--- src/rtl/bsg_mem_1rw_sync_mask_write_byte_requester.sv ---
// Initiator for a 1rw sync byte-masked memory; responses are buffered in a small FIFO.
// Latency: read accepted in cycle t is presented on data_o/v_o from cycle t+2.
// Backpressure: ready_o drops when buffered plus in-flight reads would exceed resp_els_p.
module bsg_mem_1rw_sync_mask_write_byte_requester #(
    parameter int width_p    = 32,
    parameter int els_p      = 16,
    parameter int resp_els_p = 3,
    localparam int write_mask_width_lp = width_p >> 3,
    localparam int addr_width_lp       = (els_p > 1) ? $clog2(els_p) : 1
) (
    input  logic                           clk_i,
    input  logic                           reset_i,
    input  logic                           v_i,
    input  logic                           w_i,
    input  logic [addr_width_lp-1:0]       addr_i,
    input  logic [width_p-1:0]             data_i,
    input  logic [write_mask_width_lp-1:0] w_mask_i,
    output logic                           ready_o,
    output logic [width_p-1:0]             data_o,
    output logic                           v_o,
    input  logic                           yumi_i,
    output logic                           mem_v_o,
    output logic                           mem_w_o,
    output logic [addr_width_lp-1:0]       mem_addr_o,
    output logic [width_p-1:0]             mem_data_o,
    output logic [write_mask_width_lp-1:0] mem_w_mask_o,
    input  logic [width_p-1:0]             mem_data_i
);

    localparam int cnt_w_lp = $clog2(resp_els_p + 1);
    localparam int ptr_w_lp = (resp_els_p > 1) ? $clog2(resp_els_p) : 1;
    localparam logic [cnt_w_lp:0]   credits_lp  = (cnt_w_lp + 1)'(resp_els_p);
    localparam logic [ptr_w_lp-1:0] ptr_last_lp = ptr_w_lp'(resp_els_p - 1);

    logic [cnt_w_lp-1:0] count_r;
    logic [ptr_w_lp-1:0] wptr_r;
    logic [ptr_w_lp-1:0] rptr_r;
    logic                rd_inflight_r;
    logic [width_p-1:0]  buf_r [resp_els_p];

    logic [cnt_w_lp:0]   used;
    logic                enq;
    logic                deq;

    // Credits count reads in flight so the returning data always has a slot.
    assign used    = {1'b0, count_r} + {{cnt_w_lp{1'b0}}, rd_inflight_r};
    assign ready_o = ~reset_i & (used < credits_lp);

    assign mem_v_o      = v_i & ready_o;
    assign mem_w_o      = w_i;
    assign mem_addr_o   = addr_i;
    assign mem_data_o   = data_i;
    assign mem_w_mask_o = w_mask_i;

    assign v_o    = ~reset_i & (count_r != '0);
    assign data_o = buf_r[rptr_r];

    assign enq = rd_inflight_r & ~reset_i;
    assign deq = yumi_i & v_o;

    always_ff @(posedge clk_i) begin
        if (reset_i) begin
            rd_inflight_r <= 1'b0;
            count_r       <= '0;
            wptr_r        <= '0;
            rptr_r        <= '0;
        end else begin
            rd_inflight_r <= mem_v_o & ~w_i;
            if (enq) begin
                wptr_r <= (wptr_r == ptr_last_lp) ? '0 : wptr_r + 1'b1;
            end
            if (deq) begin
                rptr_r <= (rptr_r == ptr_last_lp) ? '0 : rptr_r + 1'b1;
            end
            case ({enq, deq})
                2'b10:   count_r <= count_r + 1'b1;
                2'b01:   count_r <= count_r - 1'b1;
                default: count_r <= count_r;
            endcase
        end
    end

    // Storage needs no reset; validity is tracked entirely by count_r.
    always_ff @(posedge clk_i) begin
        if (enq) begin
            buf_r[wptr_r] <= mem_data_i;
        end
    end

    always_ff @(posedge clk_i) begin
        if (!reset_i) begin
            assert (!(yumi_i && !v_o));
        end
    end

endmodule

--- config.mk ---
export PLATFORM = sky130hd
export DESIGN_NAME = bsg_mem_1rw_sync_mask_write_byte_requester
export DESIGN_NICKNAME = d
export VERILOG_FILES = /design/src/rtl/bsg_mem_1rw_sync_mask_write_byte_requester.sv
export SDC_FILE = /design/constraint.sdc
export NUM_CORES = 1
export LEC_CHECK = 0
export BUFFER_PORTS_ARGS = -buffer_cell sky130_fd_sc_hd__buf_4
export CORE_MARGIN = 2
export CORE_UTILIZATION = 45
export DETAILED_ROUTE_END_ITERATION = 12
export GPL_TIMING_DRIVEN = 0
export PLACE_DENSITY = 0.74
export SLEW_MARGIN = 5
export SYNTH_ARGS = -nofsm -noshare
export SYNTH_HDL_FRONTEND = slang
export SYNTH_SLANG_ARGS = --single-unit
export TNS_END_PERCENT = 100
--- constraint.sdc ---
create_clock -name clk_i -period 8.3 [get_ports clk_i]
set_input_delay 0 -clock clk_i [delete_from_list [all_inputs] [get_ports clk_i]]
set_output_delay 0 -clock clk_i [all_outputs]
set_load 0.01 [all_outputs]
# Word-level counts from Yosys, hierarchy flattened
# Memory sizes are Yosys's and may differ from the RTL's. A register that Yosys moved wholly into a read port is not among the register bits.
# Cells that the tools add are included.
[word_totals] ff_bits=7 ramBits=96 in_bits=77 n_memories=1
[mem_list] name="buf_r" depth=3 word_bits=32 read_ports=1 rd_ports_with_merged_regs=1 write_ports=1 line="39" source="logic [width_p-1:0] buf_r [resp_els_p];"
[op_classes] addsub=5 order_cmp=1 n_eq_ne=4 muxes=7 bitwise_logic=8 n_reduce_logical=2
[op_table] operator="$mux 2" count=4
[op_table] operator="$add 2x1->2 const B" count=3
[op_table] operator="$and 1x1->1" count=6
[op_table] operator="$eq 2x2->1 const B" count=3
[op_table] operator="$pmux 2 s2" count=1
[op_table] operator="$reduce_bool 2->1" count=2
[op_table] operator="$add 2x1->3" count=1
[op_table] operator="$lt 3x2->1 const B" count=1
[op_table] operator="$eq 2x1->1 const B" count=1
[op_table] operator="$mux 1" count=2
[op_table] operator="$not 1->1" count=2
[op_table] operator="$sub 2x1->2 const B" count=1

# Longest topological paths before layout
[depth] ltp_word=5 depth_mapped=7 ltp_nobuf=7

# Worst setup path after synthesis
# OpenSTA, ideal clock, no wires.
[synth_timing] path_type="register to register" start="register rd_inflight_r" end="memory buf_r[1][0], enable pin" setup_time_ns=0.468 arrival_ns=2.915 required_time_ns=7.832 slack_ns=4.917 stages_incl_launch_ff=3 path_buffers=0 cell_sequence="dfxtp_1 nand2b_1 nor3b_1"
[synth_between] elab_chain_cells=3
[synth_lines] element="start, declared" line="38" source="logic rd_inflight_r;"
[synth_lines] element="start signal, assigned" line="68" source="rd_inflight_r <= mem_v_o & ~w_i;"
[synth_lines] element="$and 1x1->1" line="58" source="assign enq = rd_inflight_r & ~reset_i;"
[synth_lines] element="$mux 1" line="85" source="if (enq) begin"
[synth_lines] element="$mux 1 (not written as such)" line="86" source="buf_r[wptr_r] <= mem_data_i;"
[synth_lines] element="end, declared" line="39"
# No other way between the ends.

# Worst setup path after layout
[layout_timing] start="register count_r[0]" end="register rd_inflight_r"
[layout_between] elab_chain_cells=5
[layout_lines] element="start, declared" line="35" source="logic [cnt_w_lp-1:0] count_r;"
[layout_lines] element="start signal, assigned" line="76" source="2'b10: count_r <= count_r + 1'b1;"
[layout_lines] element="start signal, assigned" line="77" source="2'b01: count_r <= count_r - 1'b1;"
[layout_lines] element="start signal, assigned" line="78" source="default: count_r <= count_r;"
[layout_lines] element="$add 2x1->3" line="46" source="assign used = {1'b0, count_r} + {{cnt_w_lp{1'b0}}, rd_inflight_r};"
[layout_lines] element="$lt 3x2->1" line="47" source="assign ready_o = ~reset_i & (used < credits_lp);"
[layout_lines] element="$and 1x1->1" line="47"
[layout_lines] element="$and 1x1->1" line="49" source="assign mem_v_o = v_i & ready_o;"
[layout_lines] element="$and 1x1->1" line="68"
# No other way between the ends.
# A chain may end at the register's enable or synchronous reset.

==> out/metrics.cfg <==
[detailed_routing]
antenna_left=0
drt_iter0_markers=114
firstDrtPassIters=4
vias_per_cell=4.852
drc=0
wl_per_cell_um=15.55
drt-total-wl_um=8801
vias=2746

[critical_path]
path_max_fanout=5
critPathKind=reg2reg
crit_path_top_delay_cell=dlygate4sd3_1
crit_required_ns=8.59
cp_cell_sequence=ha_1 -> ha_1 -> a211oi_1 -> and2_1 -> nor2b_1 -> dlygate4sd3_1
crit_arrival_ns=2.36
cpMostUsedCell=ha_1
slowest_delay_ns=0.54
cp-end-kind=flop
worstSetupStartpointType=flop

[placed_design]
gp_congestion=0.6489
dpl.hpwl_um=6413
dp_cells=517
port_buffers=111
place_area_mm2=0.005314

[floorplan]
rows=35
chipHeight_um=101.1
die_x_um=101.1
coreArea_mm2=0.009196
ios=153
start_util_pct=46.11
die_area_mm2=0.01022

[sta]
finalSetupViolations=0
finalClockSkew_ns=0.01004
relSlewSlack_pct=57.88
whs_ns=0.07031
final.min_clock_period_ns=2.069
rsz0062_at_grt=no
drv_slew=0
max_freq_mhz=483.4
finalSetupTns_ns=0
hold_viol_final=0
period_share_pct=24.93
tightest_slew_ns=0.6291

[global_route]
grt_max_degree=17
grtUsageTotal_pct=16.91
grt_pass1_wl_um=12930
grt_pass1_vias=2654
antenna_found_initial=0
grt.overflow.total=0

[logic_synthesis]
seq_area_frac_synth_pct=72.23
synth.avg_cell_area_um2=14.83
synth_edf_count=96
yosys_most_used_dff=edfxtp_1
syn_nets=366
yosysWarnings=0
ys_seq_elements=105
syn_inst=286
async_flop_share_pct=0
synth_cell_types=23
synth_area_mm2=0.004240

[power_and_ir_drop]
switchingPower_uw=197.7
combPwrFrac_pct=10.7
clkPwrFrac_pct=29.6
internal_power_uw=781.4
p_total_uw=979.1
swShare_pct=20.19
pwr-share-seq_pct=59.6
leakage_uw=0.002185
p_per_area_mw_per_mm2=167.5
vdd_drop_max_uv=92.45

[min_path]
hold_class=in2reg

[clock_tree]
cts_buffers=9
ctsLongestPathBuffers=2
clkTransAtPathRegs_ns=0.09
cts_sinks=105
cts-root-buf=clkbuf_8
h-tree-depth=3
postCtsSetupBuffers=0
clock_latency_ns=0.34
cts_tree=built

[finish]
layout_commonest_cell=buf_4
instances_no_fill=566
final_cell_mix=buf_4 (160), edfxtp_1 (96), nand2_1 (35), dlygate4sd3_1 (35)
drive_gt1_share_pct=40.44
n_antenna_cell=0
nets=532
final_area_mm2=0.005846
area_growth_pct=37.86

[outcome]
status=finished, final reports clean

[flow_run]
maxCapViolations=0

==> per-layer routing <==
layer	routed length, um	global-route usage [%]	vias up	share of wire (%)
li1	-	-	1323	-
met1	3355	18.51	1305	38
met2	4782	33.16	109	54
met3	590	2.843	9	6.7
met4	72	4.678	0	0.82
met5	0	0	-	0
==> cells in the mapped netlist, drive strengths merged (2+ instances only) <==
master  instances  share of area (%)
nor3b           2               0.35
nor2            6               0.53
edfxtp         96                 68
and2            2               0.30
or3             2               0.30
o21ai          34                4.0
mux2i          33                7.8
buf            47                8.1
nand2          35                3.1
clkbuf          6               0.53
dfxtp           9                4.2
a21oi           3               0.35
ha              3               0.89
==> state kept, by name (all words and copies together), names as in the netlist, named ones only <==
name / flops
rptr_r: 2
buf_r: 96
count_r: 2
wptr_r: 2
rd_inflight_r: 1
==> power groups by stage <==
stage | clock network (uW) | registers (uW) | logic [uW]
6_report | 290 | 584 | 105
5_1_grt | 317 | 585 | 113
4_1_cts | 297 | 584 | 106
3_5_place_dp | 0 | 596 | 92.6
3_3_place_gp | 0 | 596 | 89.5
2_1_floorplan | 0 | 596 | 42.5
==> cell families after synthesis <==
group / synth area share, %
muxes: 8.056
buffers and inverters: 8.675
DFF: 72.23
AOI/OAI and AO/OA: 4.544
adders and majority gates: 0.8853
and+or+nand+nor: 5.193
xor gates and xnor gates: 0.4132
==> final timing paths <==
path                           start                        to  slack, ns  cells past startpoint
min                           yumi_i    rptr_r[1]$_SDFFE_PP0P_       0.07                      4
min reg2reg   rptr_r[0]$_SDFFE_PP0P_                      flop       0.51                      2
max reg2reg  count_r[0]$_SDFFE_PP0P_  rd_inflight_r$_SDFF_PP0_       6.23                      6
max          count_r[0]$_SDFFE_PP0P_  rd_inflight_r$_SDFF_PP0_       6.23                      6
==> critical path: cells and delay by family, from the launching register on <==
family	cells	cell delay (ns)
AO/OA/AOI/OAI	1	0.29
buffers and inverters	1	0.54
flip-flops	1	0.37
AND/OR/NAND/NOR	2	0.31
adder cells (fa/ha/maj)	2	0.49
==> through the flow <==
stage / worst slack (ns) / utilization, %
2_1_floorplan: 4.917 / -
3_3_place_gp: 3.185 / 56.68
3_5_place_dp: 6.228 / 57.78
4_1_cts: 6.213 / 63.56
5_1_grt: 6.061 / 63.56
6_report: 6.231 / 63.56
==> timing repair <==
item / 4_1_cts / 5_1_grt
gates resized for setup: 0 / 0
hold buffers: 35 / 0
endpoints found under the hold margin: 105 / 0
==> layout make-up <==
| type | count | area (um^2) |
|---|---|---|
| Fill cell | 689 | 3351 |
| Multi-Input combinational cell | 128 | 824.5 |
| Tap cell | 111 | 138.9 |
| Clock inverter | 5 | 57.56 |
| Clock buffer | 9 | 123.9 |
| Sequential cell | 105 | 3063 |
| Buffer | 53 | 367.9 |
| Timing Repair Buffer | 155 | 1270 |
(Power assumes the default switching activity.)
